### config.mk
export PLATFORM = sky130hd
export DESIGN_NAME = alu_req_arbiter
export DESIGN_NICKNAME = d
export VERILOG_FILES = /design/src/rtl/alu_arb_pkg.sv /design/src/rtl/rr_arb2.sv /design/src/rtl/alu_req_arbiter.sv
export SDC_FILE = /design/constraint.sdc
export NUM_CORES = 1
export LEC_CHECK = 0
export CAP_MARGIN = 20
export CORE_ASPECT_RATIO = 1.5
export CORE_MARGIN = 3
export CORE_UTILIZATION = 40
export CTS_CLUSTER_SIZE = 14
export DETAILED_ROUTE_END_ITERATION = 8
export GPL_ROUTABILITY_DRIVEN = 1
export GPL_TIMING_DRIVEN = 0
export PLACE_DENSITY = 0.78
export RECOVER_POWER = 50
export SLEW_MARGIN = 20
export SYNTH_ARGS = -nofsm -noshare
export SYNTH_HDL_FRONTEND = slang
export SYNTH_HIERARCHICAL = 1
export SYNTH_SLANG_ARGS = --single-unit
### constraint.sdc
create_clock -name clk -period 2.2 [get_ports clk]
set_clock_uncertainty 0.15 [all_clocks]
set_input_delay 0.33 -clock clk [delete_from_list [all_inputs] [get_ports clk]]
set_output_delay 0.33 -clock clk [all_outputs]
set_load 0.01 [all_outputs]
### src/rtl/alu_arb_pkg.sv
// Shared types and helpers for the two-requester ALU arbiter.
package alu_arb_pkg;

    localparam int W_DEF       = 4;
    localparam int NUM_OPS_DEF = 5;

    typedef enum logic [1:0] {
        IDLE = 2'd0,
        EXEC = 2'd1,
        RESP = 2'd2
    } state_t;

    function automatic logic op_legal(input logic [2:0] op, input int num_ops = NUM_OPS_DEF);
        return (int'(op) < num_ops);
    endfunction

endpackage

### src/rtl/rr_arb2.sv
// Two-way round-robin grant: on a tie the requester that was not served last wins.
module rr_arb2 (
    input  logic valid0,
    input  logic valid1,
    input  logic last_grant,
    output logic gnt0,
    output logic gnt1
);

    always_comb begin
        gnt0 = valid0 && (!valid1 || last_grant);
        gnt1 = valid1 && (!valid0 || !last_grant);
    end

endmodule

### src/rtl/alu_req_arbiter.sv
// Shares one ALU between two requesters: accept, evaluate for one cycle, hold response.
module alu_req_arbiter
    import alu_arb_pkg::*;
#(
    parameter int W       = W_DEF,
    parameter int NUM_OPS = NUM_OPS_DEF
) (
    input  logic         clk,
    input  logic         rst,
    input  logic         s0_valid,
    output logic         s0_ready,
    input  logic [W-1:0] s0_a,
    input  logic [W-1:0] s0_b,
    input  logic [2:0]   s0_op,
    input  logic         s1_valid,
    output logic         s1_ready,
    input  logic [W-1:0] s1_a,
    input  logic [W-1:0] s1_b,
    input  logic [2:0]   s1_op,
    output logic [W-1:0] alu_a,
    output logic [W-1:0] alu_b,
    output logic [2:0]   alu_op,
    input  logic [W-1:0] alu_c,
    input  logic         alu_co,
    output logic         rsp_valid,
    input  logic         rsp_ready,
    output logic         rsp_id,
    output logic [W-1:0] rsp_c,
    output logic         rsp_co,
    output logic         rsp_err,
    output logic         busy
);

    state_t         state_q, state_d;
    logic [W-1:0]   a_q, b_q, rsp_c_q;
    logic [2:0]     op_q;
    logic           id_q, rsp_co_q, err_q, last_grant_q;
    logic           gnt0, gnt1;
    logic           accept, acc_id, acc_legal;
    logic [W-1:0]   acc_a, acc_b;
    logic [2:0]     acc_op;

    rr_arb2 u_rr (
        .valid0     (s0_valid),
        .valid1     (s1_valid),
        .last_grant (last_grant_q),
        .gnt0       (gnt0),
        .gnt1       (gnt1)
    );

    // Ready is withheld while reset is asserted even though state already reads IDLE.
    assign s0_ready  = !rst && (state_q == IDLE) && gnt0;
    assign s1_ready  = !rst && (state_q == IDLE) && gnt1;
    assign accept    = s0_ready || s1_ready;
    assign acc_id    = s1_ready;
    assign acc_a     = acc_id ? s1_a  : s0_a;
    assign acc_b     = acc_id ? s1_b  : s0_b;
    assign acc_op    = acc_id ? s1_op : s0_op;
    assign acc_legal = op_legal(acc_op, NUM_OPS);

    always_comb begin
        state_d = state_q;
        case (state_q)
            IDLE:    if (accept) state_d = acc_legal ? EXEC : RESP;
            EXEC:    state_d = RESP;
            RESP:    if (rsp_ready) state_d = IDLE;
            default: state_d = IDLE;
        endcase
    end

    // Operand registers load only for legal ops, so an illegal opcode never reaches the ALU.
    always_ff @(posedge clk) begin
        if (rst) begin
            state_q      <= IDLE;
            a_q          <= '0;
            b_q          <= '0;
            op_q         <= '0;
            id_q         <= 1'b0;
            rsp_c_q      <= '0;
            rsp_co_q     <= 1'b0;
            err_q        <= 1'b0;
            last_grant_q <= 1'b1;
        end else begin
            state_q <= state_d;
            if (accept) begin
                id_q <= acc_id;
                if (acc_legal) begin
                    a_q  <= acc_a;
                    b_q  <= acc_b;
                    op_q <= acc_op;
                end else begin
                    err_q    <= 1'b1;
                    rsp_c_q  <= '0;
                    rsp_co_q <= 1'b0;
                end
            end
            if (state_q == EXEC) begin
                rsp_c_q  <= alu_c;
                rsp_co_q <= alu_co;
                err_q    <= 1'b0;
            end
            if ((state_q == RESP) && rsp_ready)
                last_grant_q <= id_q;
        end
    end

    assign alu_a     = a_q;
    assign alu_b     = b_q;
    assign alu_op    = op_q;
    assign rsp_valid = (state_q == RESP);
    assign rsp_id    = id_q;
    assign rsp_c     = rsp_c_q;
    assign rsp_co    = rsp_co_q;
    assign rsp_err   = err_q;
    assign busy      = (state_q != IDLE);

endmodule

==> metrics.cfg <==
[outcome]
outcome = finished, final reports clean

[drt]
vias = 1123
drc = 0
wl_per_cell_um = 14.6
first_pass_iters = 4
routed_via_density = 5.30
wirelength_um = 3100
drt_iter0_drc = 18
ant_nets = 0

[sta]
tns_ns = 0
finalCriticalPeriod_ns = 2.09
tightest_slew_ns = 0.698
fin_ws_ns = 0.115
rsz0062_at_grt = false
relSlewSlack_pct = 53.5
finalCritPeriodShare_pct = 94.8
max_freq_ghz = 0.480
setup_viol = 0
finalHoldViolCount = 0
slew_violations = 0

[cts]
htree_levels = 1
clk_latency_ns = 0.30
cts-hold-fix-buffers = 0
cts_tree = built
cts_num_sinks = 21
cts_max_path_buffers = 2
clk_root_buffer_cell = clkbuf_4
cts_buffers = 3
clkTransAtPathRegs_ns = 0.11

[placement]
pre_cts_ws_ns = -0.604
dp_hpwl_um = 2370
gp_congestion = 0.764
dpl.cell_count = 208
dpl-instance-area_sq_um = 1670
port_buffers = 52

[grt]
grt_max_degree = 12
antenna_found_initial = 0
grt_pass1_wl_um = 5310
grt_remaining_overflow = 0
grt_use_total_pct = 19.2
grt_pass1_vias = 1117

[die]
die-area_sq_um = 3430
ios = 54
rows = 22
die_height_um = 70.3
fp.dieW_um = 48.9
start_util_pct = 43.5
core_sq_um = 2530

[critical_path]
critical_path_class = in2reg
arrival_ns = 2.14
cp.required_ns = 2.26
worstSetupEndpointType = flip-flop
critPathMaxFanout = 10
reg2reg_to = alu_b[0]$_SDFFE_PP0P_
crit_path_end = alu_b[0]$_SDFFE_PP0P_
r2r_cells = 8
start_kind = input pin
critPathLaunch = s1_valid
rrSetupSlack_ns = 0.31
r2r-start = last_grant_q$_SDFFE_PP1P_

[synthesis]
synthesis.instances = 120
async_reset_ff_share_pct = 0
syn-num-nets = 152
synth_most_common_cell = dfxtp_1
yosysSeqAreaShare_pct = 38.1
synth_flop_cell = dfxtp_1
yosysWarnings = 6
yosysTopAreaCellShare_pct = 38.1
synthTopCellsByCount = dfxtp_1, inv_1, a21oi_1, o31ai_1, nand2b_1
synth_top_area_cell = dfxtp_1
synth_area_leaders = dfxtp_1, a221oi_2, o31ai_1, inv_1, nand2b_1
synth.avg_cell_area_sq_um = 9.19
ys_seq_elements = 21
synth_edf_count = 0
syn_area_sq_um = 1100
yosysUniqueCellTypes = 32

[cells_and_area]
drive_above_1_share_pct = 14.2
area_growth_pct = 56.5
instances_no_fill = 212
diodes = 0
design_area_sq_um = 1730
finalNetCount = 209
fillers = 237

[worst_hold_path]
hold_path.class = in2reg

[pwr]
powerDensity_nw_per_um2 = 530
p_leak_nw = 0.684
ir_drop_uv = 352

[job]
drv_cap = 0

[how the worst min path moves through the flow]
stage | end | depth (start not counted) | startpoint | slack (ns)
after floorplan | rsp_c[0]$_SDFFE_PP0P_ | 1 | alu_c[0] | 0.31
after global placement | alu_a[2]$_SDFFE_PP0P_ | 2 | alu_a[2]$_SDFFE_PP0P_ | 0.30
after detailed placement | alu_b[2]$_SDFFE_PP0P_ | 2 | alu_b[2]$_SDFFE_PP0P_ | 0.30
after CTS | alu_b[3]$_SDFFE_PP0P_ | 2 | rst | 0.19
after global routing | alu_b[3]$_SDFFE_PP0P_ | 2 | rst | 0.19
final | alu_b[3]$_SDFFE_PP0P_ | 2 | rst | 0.20
[per-stage QoR]
step / power [mW] / hold slack (ns) / util, %
after floorplan: 0.592 / 0.313 / -
after global placement: 0.737 / 0.300 / 65.9
after detailed placement: 0.742 / 0.299 / 65.9
after CTS: 0.934 / 0.192 / 68.0
after global routing: 0.970 / 0.194 / 68.1
final: 0.914 / 0.196 / 68.1
[report_power, final]
group          internal (mW)  switching [mW]  total [mW]
Combinational          0.163           0.139       0.302
Sequential             0.410          0.0181       0.428
Clock                 0.0705           0.114       0.184
Total                  0.644           0.271       0.914
[sequential cells by signal, indices dropped and copies added (netlist names)]
register      count
alu_a             4
alu_b             4
alu_op            3
last_grant_q      1
rsp_c             4
rsp_co            1
rsp_err           1
rsp_id            1
state_q           2
[cell usage in the layout (no fill, tap or decap)]
cell type,n
a31oi_1,1
o2bb2ai_1,1
buf_1,1
or2_2,1
a211oi_2,1
a21boi_4,2
nand2_1,3
nor3_4,1
nor2_1,5
clkbuf_1,2
buf_6,2
dlygate4sd3_1,18
o21a_1,1
dfxtp_1,21
o31ai_1,10
or3_4,1
o21ai_0,3
inv_1,15
o22ai_1,1
a221oi_2,8
or2b_1,3
a311o_1,1
o32ai_1,1
buf_4,1
nor2b_2,1
a21boi_0,1
clkbuf_4,3
clkdlybuf4s50_1,32
buf_2,3
nand2b_1,9
a22o_1,5
a21oi_2,1
and2_1,1
a21oi_1,11
a2bb2oi_1,1
dlygate4sd2_1,2
a221oi_1,2
[cell type report]
class | instances | area, sq um | area share, %
buffer | 7 | 45.0 | 2.61
sequential | 21 | 420 | 24.4
timing repair buffer | 53 | 526 | 30.5
multi-input combinational | 76 | 607 | 35.2
inverter | 15 | 56.3 | 3.26
tap | 36 | 45.0 | 2.61
clock buffer | 4 | 26.3 | 1.52
[metal layers]
layer | vias to the layer above | part of all wire (%) | track usage (%)
li1 | 552 | - | -
met1 | 521 | 41 | 22.7
met2 | 48 | 51 | 33.7
met3 | 2 | 7.1 | 5.12
met4 | 0 | 0.32 | 4.75
met5 | - | 0 | 0
[kinds of logic after synthesis]
family	Yosys count	synth area share, %
compound gates	51	38.7
flops	21	38.1
buf+inv	23	9.53
simple gates	25	13.6
[worst max-delay path, cell delays in order]
cell             delay [ns]
clkdlybuf4s50_1        0.47
a21boi_4               0.17
buf_4                  0.16
nand2b_1               0.15
buf_6                  0.14
o2bb2ai_1              0.15
nand2_1                0.12
buf_6                  0.19
a221oi_2               0.26
[what timing repair did]
| item | 4_1_cts | 5_1_grt |
|---|---|---|
| setup endpoints to repair | 18 | 1 |
| buffers inserted | 1 | 0 |
| resized for setup | 8 | 1 |
| pin swaps | 1 | 0 |
No activity file was read; power rests on OpenSTA's default activity.
